--- config.mk ---
export PLATFORM = sky130hd
export DESIGN_NAME = rr_bus_arbiter_flat
export DESIGN_NICKNAME = d
export VERILOG_FILES = /design/src/rtl/rr_bus_arbiter_pkg.sv /design/src/rtl/rr_bus_arbiter_if.sv /design/src/rtl/encoder.sv /design/src/rtl/rr_priority_pick.sv /design/src/rtl/rr_bus_arbiter.sv /design/src/flat_wrapper.sv
export SDC_FILE = /design/constraint.sdc
export NUM_CORES = 1
export LEC_CHECK = 0
export ABC_AREA = 1
export CORE_MARGIN = 2
export CORE_UTILIZATION = 43
export DETAILED_ROUTE_END_ITERATION = 10
export MAX_ROUTING_LAYER = met4
export PLACE_DENSITY = 0.66
export SLEW_MARGIN = 25
export SYNTH_ARGS = -nofsm -noshare
export SYNTH_HDL_FRONTEND = slang
export SYNTH_SLANG_ARGS = --single-unit
--- constraint.sdc ---
create_clock -name i_clk -period 5.7 [get_ports i_clk]
set_input_delay 1.71 -clock i_clk [delete_from_list [all_inputs] [get_ports i_clk]]
set_output_delay 1.71 -clock i_clk [all_outputs]
set_load 0.01 [all_outputs]
--- src/rtl/rr_bus_arbiter_pkg.sv ---
// Shared types and helpers for the round-robin bus arbiter.
package rr_bus_arbiter_pkg;

    typedef enum logic {
        ARB_IDLE = 1'b0,
        ARB_BUSY = 1'b1
    } arb_state_t;

    // Tenure counter width; an unlimited hold still keeps a 1-bit saturating count.
    function automatic int hold_cnt_w(input int max_hold);
        int w;
        w = $clog2(max_hold + 1);
        return (w < 1) ? 1 : w;
    endfunction

endpackage

--- src/rtl/rr_bus_arbiter_if.sv ---
// Request/grant bundle between the requesters (master) and the arbiter (slave).
interface rr_bus_arbiter_if
    import rr_bus_arbiter_pkg::*;
#(
    parameter int RADIX    = 16,
    parameter int MAX_HOLD = 0,
    parameter int WIDTH    = $clog2(RADIX),
    parameter int HCW      = hold_cnt_w(MAX_HOLD)
);
    logic [RADIX-1:0] req;
    logic             last;
    logic [RADIX-1:0] grant;
    logic [WIDTH-1:0] grant_idx;
    logic             grant_valid;
    logic [HCW-1:0]   hold_cnt;

    modport master (
        output req, last,
        input  grant, grant_idx, grant_valid, hold_cnt
    );

    modport slave (
        input  req, last,
        output grant, grant_idx, grant_valid, hold_cnt
    );
endinterface

--- src/rtl/encoder.sv ---
// Generic one-hot to binary encoder shared across the codebase.
module Encoder #(
    parameter int RADIX = 16,
    parameter int WIDTH = $clog2(RADIX)
) (
    input  logic [RADIX-1:0] i_onehot,
    output logic [WIDTH-1:0] o_idx
);
    always_comb begin
        o_idx = '0;
        for (int i = 0; i < RADIX; i++) begin
            if (i_onehot[i]) begin
                o_idx = o_idx | WIDTH'(i);
            end
        end
    end
endmodule

--- src/rtl/rr_priority_pick.sv ---
// Rotating-priority pick: first set request strictly after i_ptr, wrapping.
module rr_priority_pick #(
    parameter int RADIX = 16,
    parameter int WIDTH = $clog2(RADIX)
) (
    input  logic [RADIX-1:0] i_req,
    input  logic [WIDTH-1:0] i_ptr,
    output logic [RADIX-1:0] o_winner,
    output logic             o_found
);
    logic [WIDTH:0]         w_shift;
    logic [2*RADIX-1:0]     w_rot_dbl;
    logic [2*RADIX-1:0]     w_unrot_dbl;
    logic [RADIX-1:0]       w_rot;
    logic [RADIX-1:0]       w_iso;

    assign w_shift     = {1'b0, i_ptr} + (WIDTH+1)'(1);
    assign w_rot_dbl   = {i_req, i_req} >> w_shift;
    assign w_rot       = w_rot_dbl[RADIX-1:0];
    assign w_iso       = w_rot & (~w_rot + RADIX'(1));
    assign w_unrot_dbl = {w_iso, w_iso} << w_shift;

    // Lower half holds either zero or the same bit as the upper half, so OR is exact.
    assign o_winner = w_unrot_dbl[2*RADIX-1:RADIX] | w_unrot_dbl[RADIX-1:0];
    assign o_found  = |w_rot_dbl;
endmodule

--- src/rtl/rr_bus_arbiter.sv ---
// Round-robin arbiter with grant hold until end-of-transfer and optional tenure cap.
//   state    | meaning
//   ARB_IDLE | no grant outstanding, arbitrate on any request
//   ARB_BUSY | grant held; release on last, dropped req or tenure cap
module rr_bus_arbiter
    import rr_bus_arbiter_pkg::*;
#(
    parameter int RADIX    = 16,
    parameter int WIDTH    = $clog2(RADIX),
    parameter int MAX_HOLD = 0
) (
    input  logic            i_clk,
    input  logic            i_rst,
    rr_bus_arbiter_if.slave io_bus
);
    localparam int              HCW       = hold_cnt_w(MAX_HOLD);
    localparam logic [HCW-1:0]  HOLD_LAST = HCW'(MAX_HOLD - 1);
    localparam logic [HCW-1:0]  HOLD_SAT  = '1;
    localparam logic [WIDTH-1:0] PTR_RST  = WIDTH'(RADIX - 1);

    arb_state_t       r_state, w_state_nxt;
    logic [WIDTH-1:0] r_ptr, w_ptr_nxt;
    logic [RADIX-1:0] r_grant, w_grant_nxt;
    logic [HCW-1:0]   r_hold, w_hold_nxt;

    logic [WIDTH-1:0] w_idx;
    logic [WIDTH-1:0] w_pick_ptr;
    logic [RADIX-1:0] w_winner;
    logic             w_found;
    logic             w_forced;
    logic             w_release;

    Encoder #(.RADIX(RADIX), .WIDTH(WIDTH)) u_enc (
        .i_onehot (r_grant),
        .o_idx    (w_idx)
    );

    // While busy the pick already uses the grantee as pointer, ready for a same-cycle handoff.
    assign w_pick_ptr = (r_state == ARB_BUSY) ? w_idx : r_ptr;

    rr_priority_pick #(.RADIX(RADIX), .WIDTH(WIDTH)) u_pick (
        .i_req    (io_bus.req),
        .i_ptr    (w_pick_ptr),
        .o_winner (w_winner),
        .o_found  (w_found)
    );

    assign w_forced  = (MAX_HOLD != 0) && (r_hold == HOLD_LAST);
    assign w_release = io_bus.last || ((r_grant & io_bus.req) == '0) || w_forced;

    always_ff @(posedge i_clk) begin
        if (i_rst) begin
            r_state <= ARB_IDLE;
            r_ptr   <= PTR_RST;
            r_grant <= '0;
            r_hold  <= '0;
        end else begin
            r_state <= w_state_nxt;
            r_ptr   <= w_ptr_nxt;
            r_grant <= w_grant_nxt;
            r_hold  <= w_hold_nxt;
        end
    end

    always_comb begin
        w_state_nxt = r_state;
        w_ptr_nxt   = r_ptr;
        w_grant_nxt = r_grant;
        w_hold_nxt  = r_hold;
        case (r_state)
            ARB_IDLE: begin
                if (w_found) begin
                    w_grant_nxt = w_winner;
                    w_hold_nxt  = '0;
                    w_state_nxt = ARB_BUSY;
                end
            end
            ARB_BUSY: begin
                if (w_release) begin
                    w_ptr_nxt  = w_idx;
                    w_hold_nxt = '0;
                    if (w_found) begin
                        w_grant_nxt = w_winner;
                    end else begin
                        w_grant_nxt = '0;
                        w_state_nxt = ARB_IDLE;
                    end
                end else if (r_hold != HOLD_SAT) begin
                    w_hold_nxt = r_hold + HCW'(1);
                end
            end
            default: begin
                w_state_nxt = ARB_IDLE;
                w_grant_nxt = '0;
                w_hold_nxt  = '0;
            end
        endcase
    end

    assign io_bus.grant       = r_grant;
    assign io_bus.grant_idx   = w_idx;
    assign io_bus.grant_valid = |r_grant;
    assign io_bus.hold_cnt    = r_hold;
endmodule

--- src/flat_wrapper.sv ---
// flat-port wrapper written by rule: the top's interface ports become plain ports
module rr_bus_arbiter_flat import rr_bus_arbiter_pkg::*;
#(
    parameter int RADIX    = 16,
    parameter int WIDTH    = $clog2(RADIX),
    parameter int MAX_HOLD = 0
)
  (i_clk, i_rst, io_bus_req, io_bus_last, io_bus_grant, io_bus_grant_idx, io_bus_grant_valid, io_bus_hold_cnt);
  rr_bus_arbiter_if #(.RADIX(RADIX), .MAX_HOLD(MAX_HOLD), .WIDTH(WIDTH)) io_bus_i ();
  input  logic i_clk;
  input  logic i_rst;
  input wire logic [$bits(io_bus_i.req)-1:0] io_bus_req;
  input wire logic [$bits(io_bus_i.last)-1:0] io_bus_last;
  output wire logic [$bits(io_bus_i.grant)-1:0] io_bus_grant;
  output wire logic [$bits(io_bus_i.grant_idx)-1:0] io_bus_grant_idx;
  output wire logic [$bits(io_bus_i.grant_valid)-1:0] io_bus_grant_valid;
  output wire logic [$bits(io_bus_i.hold_cnt)-1:0] io_bus_hold_cnt;
  assign io_bus_i.req = io_bus_req;
  assign io_bus_i.last = io_bus_last;
  assign io_bus_grant = io_bus_i.grant;
  assign io_bus_grant_idx = io_bus_i.grant_idx;
  assign io_bus_grant_valid = io_bus_i.grant_valid;
  assign io_bus_hold_cnt = io_bus_i.hold_cnt;
  rr_bus_arbiter #(.RADIX(RADIX), .WIDTH(WIDTH), .MAX_HOLD(MAX_HOLD)) u_core (.i_clk(i_clk), .i_rst(i_rst), .io_bus(io_bus_i));
endmodule
==> flow_summary_export.csv <==
group,metric,value,unit
cts,root_buffer,"clkbuf_8",
grt,grt_max_degree,50,
grt,antenna_found_initial,0,
logic_synthesis,synth_edf_count,0,
hold_path,min_path_type,"reg -> reg",
logic_synthesis,yosys.area.top_type_share,26.0,%
sta,max_freq,242,MHz
logic_synthesis,yosysTopAreaCell,"nand2_1",
hold_path,whs_endpoint,"u_core.io_bus.grant[1]$_SDFFE_PP0P_",
logic_synthesis,syn_nets,736,
routing,routedWlPerCell,15.3,µm
placement,dpl_cell_area,4210,µm²
power_and_ir_drop,pwr_density_cell,658,nW/µm²
logic_synthesis,ys_seq_area_share,11.5,%
cells_and_area,drive_gt1_share,10.4,%
cells_and_area,final_util,49.3,%
logic_synthesis,yosys-top-cells-area,"nand2_1 26%, nand3_1 26%, dfxtp_1 11%, inv_1 3.7%, nor2_1 3.7%",
power_and_ir_drop,leakage,2.12,nW
cts,postCtsSetupRepairBufs,0,
power_and_ir_drop,p_seq_share,9.4,%
grt,track_usage,26.9,%
worst_setup_path,reg2reg_depth,18,
cells_and_area,antenna-diode-count,0,
cts,numClockSinks,22,
routing,num_vias,4823,
logic_synthesis,yosysMostFrequentCell,"nand2_1",
cts,cts_tree,"done",
grt,grt_pass1_wl,21300,µm
cts,cts_resized,0,
placement,dpl.cell_count,834,
placement,preCtsSetupSlack,1.40,ns
sta,hold_viol_final,0,
logic_synthesis,synthArstFlopShare,0,%
routing,drt_pass1_iterations,6,
logic_synthesis,syn_avg_cell_area,5.36,µm²
sta,worstMarginPinSlew,0.744,ns
floorplan,die-height,98.5,µm
cells_and_area,nNetsFinal,751,
logic_synthesis,ys_seq_elements,22,
power_and_ir_drop,report.power.total,2.82,mW
floorplan,pin_count,41,
floorplan,fp.dieArea,9710,µm²
cts,cts_buffers,3,
sta,min_period_over_period,72.4,%
placement,place_congestion,1.01,
hold_path,hp-start,"u_core.io_bus.grant[1]$_SDFFE_PP0P_",
power_and_ir_drop,ir_drop,0.416,mV
grt,grt_remaining_overflow,0,
floorplan,rows,34,
cells_and_area,syn2layout_area_growth,11.3,%
worst_setup_path,critPathMaxFanout,4,
routing,wl,12900,µm
floorplan,initial_core_util,44.3,%
logic_synthesis,syn_inst,716,
placement,port_buffers,40,
worst_setup_path,required,5.90,ns
logic_synthesis,yosysWarnings,0,
routing,drtIter0Drc,334,
routing,drc,0,
sta,whs,0.499,ns
worst_setup_path,cp-start-kind,"input port",
sta,rsz0062_at_grt,"no",
logic_synthesis,synth_area,3840,µm²
sta,relSlewSlack,50.2,%
cells_and_area,final_cell_area,4280,µm²
sta,clock_skew,0.00537,ns
power_and_ir_drop,power.internal,1.06,mW
sta,finalSetupViolations,0,
grt,first_global_vias,4365,
power_and_ir_drop,power_switching,1.75,mW
flow_run,max_cap_violations,0,
logic_synthesis,synth-main-ff-cell,"dfxtp_1",
worst_setup_path,critical_path_class,"in -> reg",
cts,h-tree-depth,1,
cells_and_area,stdcell_count,838,
worst_setup_path,r2r_slack,1.99,ns
worst_setup_path,reg2reg_to,"u_core.io_bus.grant[1]$_SDFFE_PP0P_",
floorplan,core-area,8680,µm²
sta,min_period,4.12,ns
placement,dp_hpwl,10200,µm
sta,worst_slack,1.58,ns
sta,drv_slew,0,
power_and_ir_drop,clock_power_share,5.0,%
cts,clkLatencyLatePin,0.26,ns
routing,avgViaCountPerCell,5.76,
sta,fin_setup_tns,0,ns
routing,final_antenna_net_count,0,
worst_setup_path,arrival,4.33,ns
floorplan,dieWidth,98.5,µm
worst_setup_path,worstSetupEndpointType,"register",
power_and_ir_drop,share_comb_of_total_power,85.5,%
status,status,"completed",
logic_synthesis,synth_cell_type_count,40,
power_and_ir_drop,netSwitchingFraction,62.3,%
cts,clockBufferDepth,2,
worst_setup_path,r2r_start,"u_core.r_state$_SDFF_PP0_",
hold_path,hold_depth,2,
logic_synthesis,synth_commonest_cells,"266 x nand2_1, 197 x nand3_1, 38 x inv_1, 38 x nor2_1, 22 x dfxtp_1",
cts,ctsHoldBuffers,0,
cts,path_clk_slew,0.07,ns
==> cells in the final DEF (no fill, tap or decap), drive strengths merged <==
cell type and instances:
nand2 286, nand3 209, nor2 51, inv 44
clkdlybuf4s50 40, dfxtp 22, o21ai 22, nand4 12
a21oi 10, buf 6, nor3 5, or2 4
a22o 3, o211ai 3, clkbuf 3, a211oi 1
a221oi 1, o22ai 1, a41oi 1, xor2 1
clkinv 1, nor4 1, a31oi 1, ha 1
bufinv 1
==> worst max-delay path: stages <==
cell             delay [ns]
clkdlybuf4s50_1        0.45
inv_1                  0.16
nand3_1                0.13
nand3_1                0.11
nand3_1                0.20
nand2_1                0.13
nand2_1                0.05
nand2_1                0.10
nand2_1                0.10
nor3_2                 0.26
nand3_1                0.17
nand2_1                0.09
nand2_1                0.07
nand2_1                0.07
nand3_1                0.12
nand2_1                0.11
nand2_1                0.05
nand2_1                0.08
nand2_1                0.08
nand2_1                0.08
==> layout make-up <==
| class | count | area (µm²) |
|---|---|---|
| Tap cell | 108 | 135 |
| Clock inverter | 1 | 30.0 |
| Clock buffer | 3 | 41.3 |
| Fill cell | 955 | 4400 |
| Inverter | 45 | 169 |
| Timing Repair Buffer | 46 | 445 |
| Multi-Input combinational cell | 613 | 3020 |
| Sequential cell | 22 | 440 |
==> power groups by stage <==
| stage | Combinational (mW) | Clock, mW | Sequential [mW] |
|---|---|---|---|
| finish | 2.41 | 0.141 | 0.266 |
| global route | 2.69 | 0.152 | 0.271 |
| CTS | 2.38 | 0.143 | 0.265 |
| detailed placement | 2.37 | 0 | 0.268 |
| global placement | 2.36 | 0 | 0.268 |
| floorplan | 1.83 | 0 | 0.258 |
==> cells by family (layout without fill, tap and decap cells) <==
| group | after synthesis | after routing | synth area share (%) |
|---|---|---|---|
| buffers and inverters | 81 | 95 | 10.0 |
| adder cells (fa/ha/maj) | 1 | 1 | 0.326 |
| AO/OA/AOI/OAI | 43 | 43 | 8.18 |
| flip-flops | 22 | 22 | 11.5 |
| AND/OR/NAND/NOR | 568 | 568 | 69.6 |
| XOR/XNOR | 1 | 1 | 0.424 |
==> sequential cells by signal, summed over array words and instances (netlist names) <==
register,cells
u_core.io_bus.grant,16
u_core.io_bus.hold_cnt,1
u_core.r_ptr,4
u_core.r_state,1
==> worst max-delay path by stage <==
stage,slack (ns),endpoint,startpoint,cells after the start
after detailed placement,1.40,u_core.io_bus.grant[1]$_SDFFE_PP0P_,io_bus_req[1],20
after CTS,1.65,u_core.io_bus.grant[1]$_SDFFE_PP0P_,io_bus_req[1],20
after global routing,1.32,u_core.io_bus.grant[2]$_SDFFE_PP0P_,io_bus_req[1],20
after global placement,1.43,u_core.io_bus.grant[1]$_SDFFE_PP0P_,io_bus_req[1],20
after floorplan,2.40,u_core.io_bus.grant[3]$_SDFFE_PP0P_,io_bus_req[14],17
final,1.58,u_core.io_bus.grant[1]$_SDFFE_PP0P_,io_bus_req[1],20
==> layer usage <==
layer	wire length [µm]	track usage (%)	vias to the layer above
li1	-	-	2405
met1	5840	37.0	2191
met2	5850	42.0	185
met3	732	2.13	42
met4	436	8.85	0
met5	0	-	-
No activity file was read; power rests on OpenSTA's default activity.
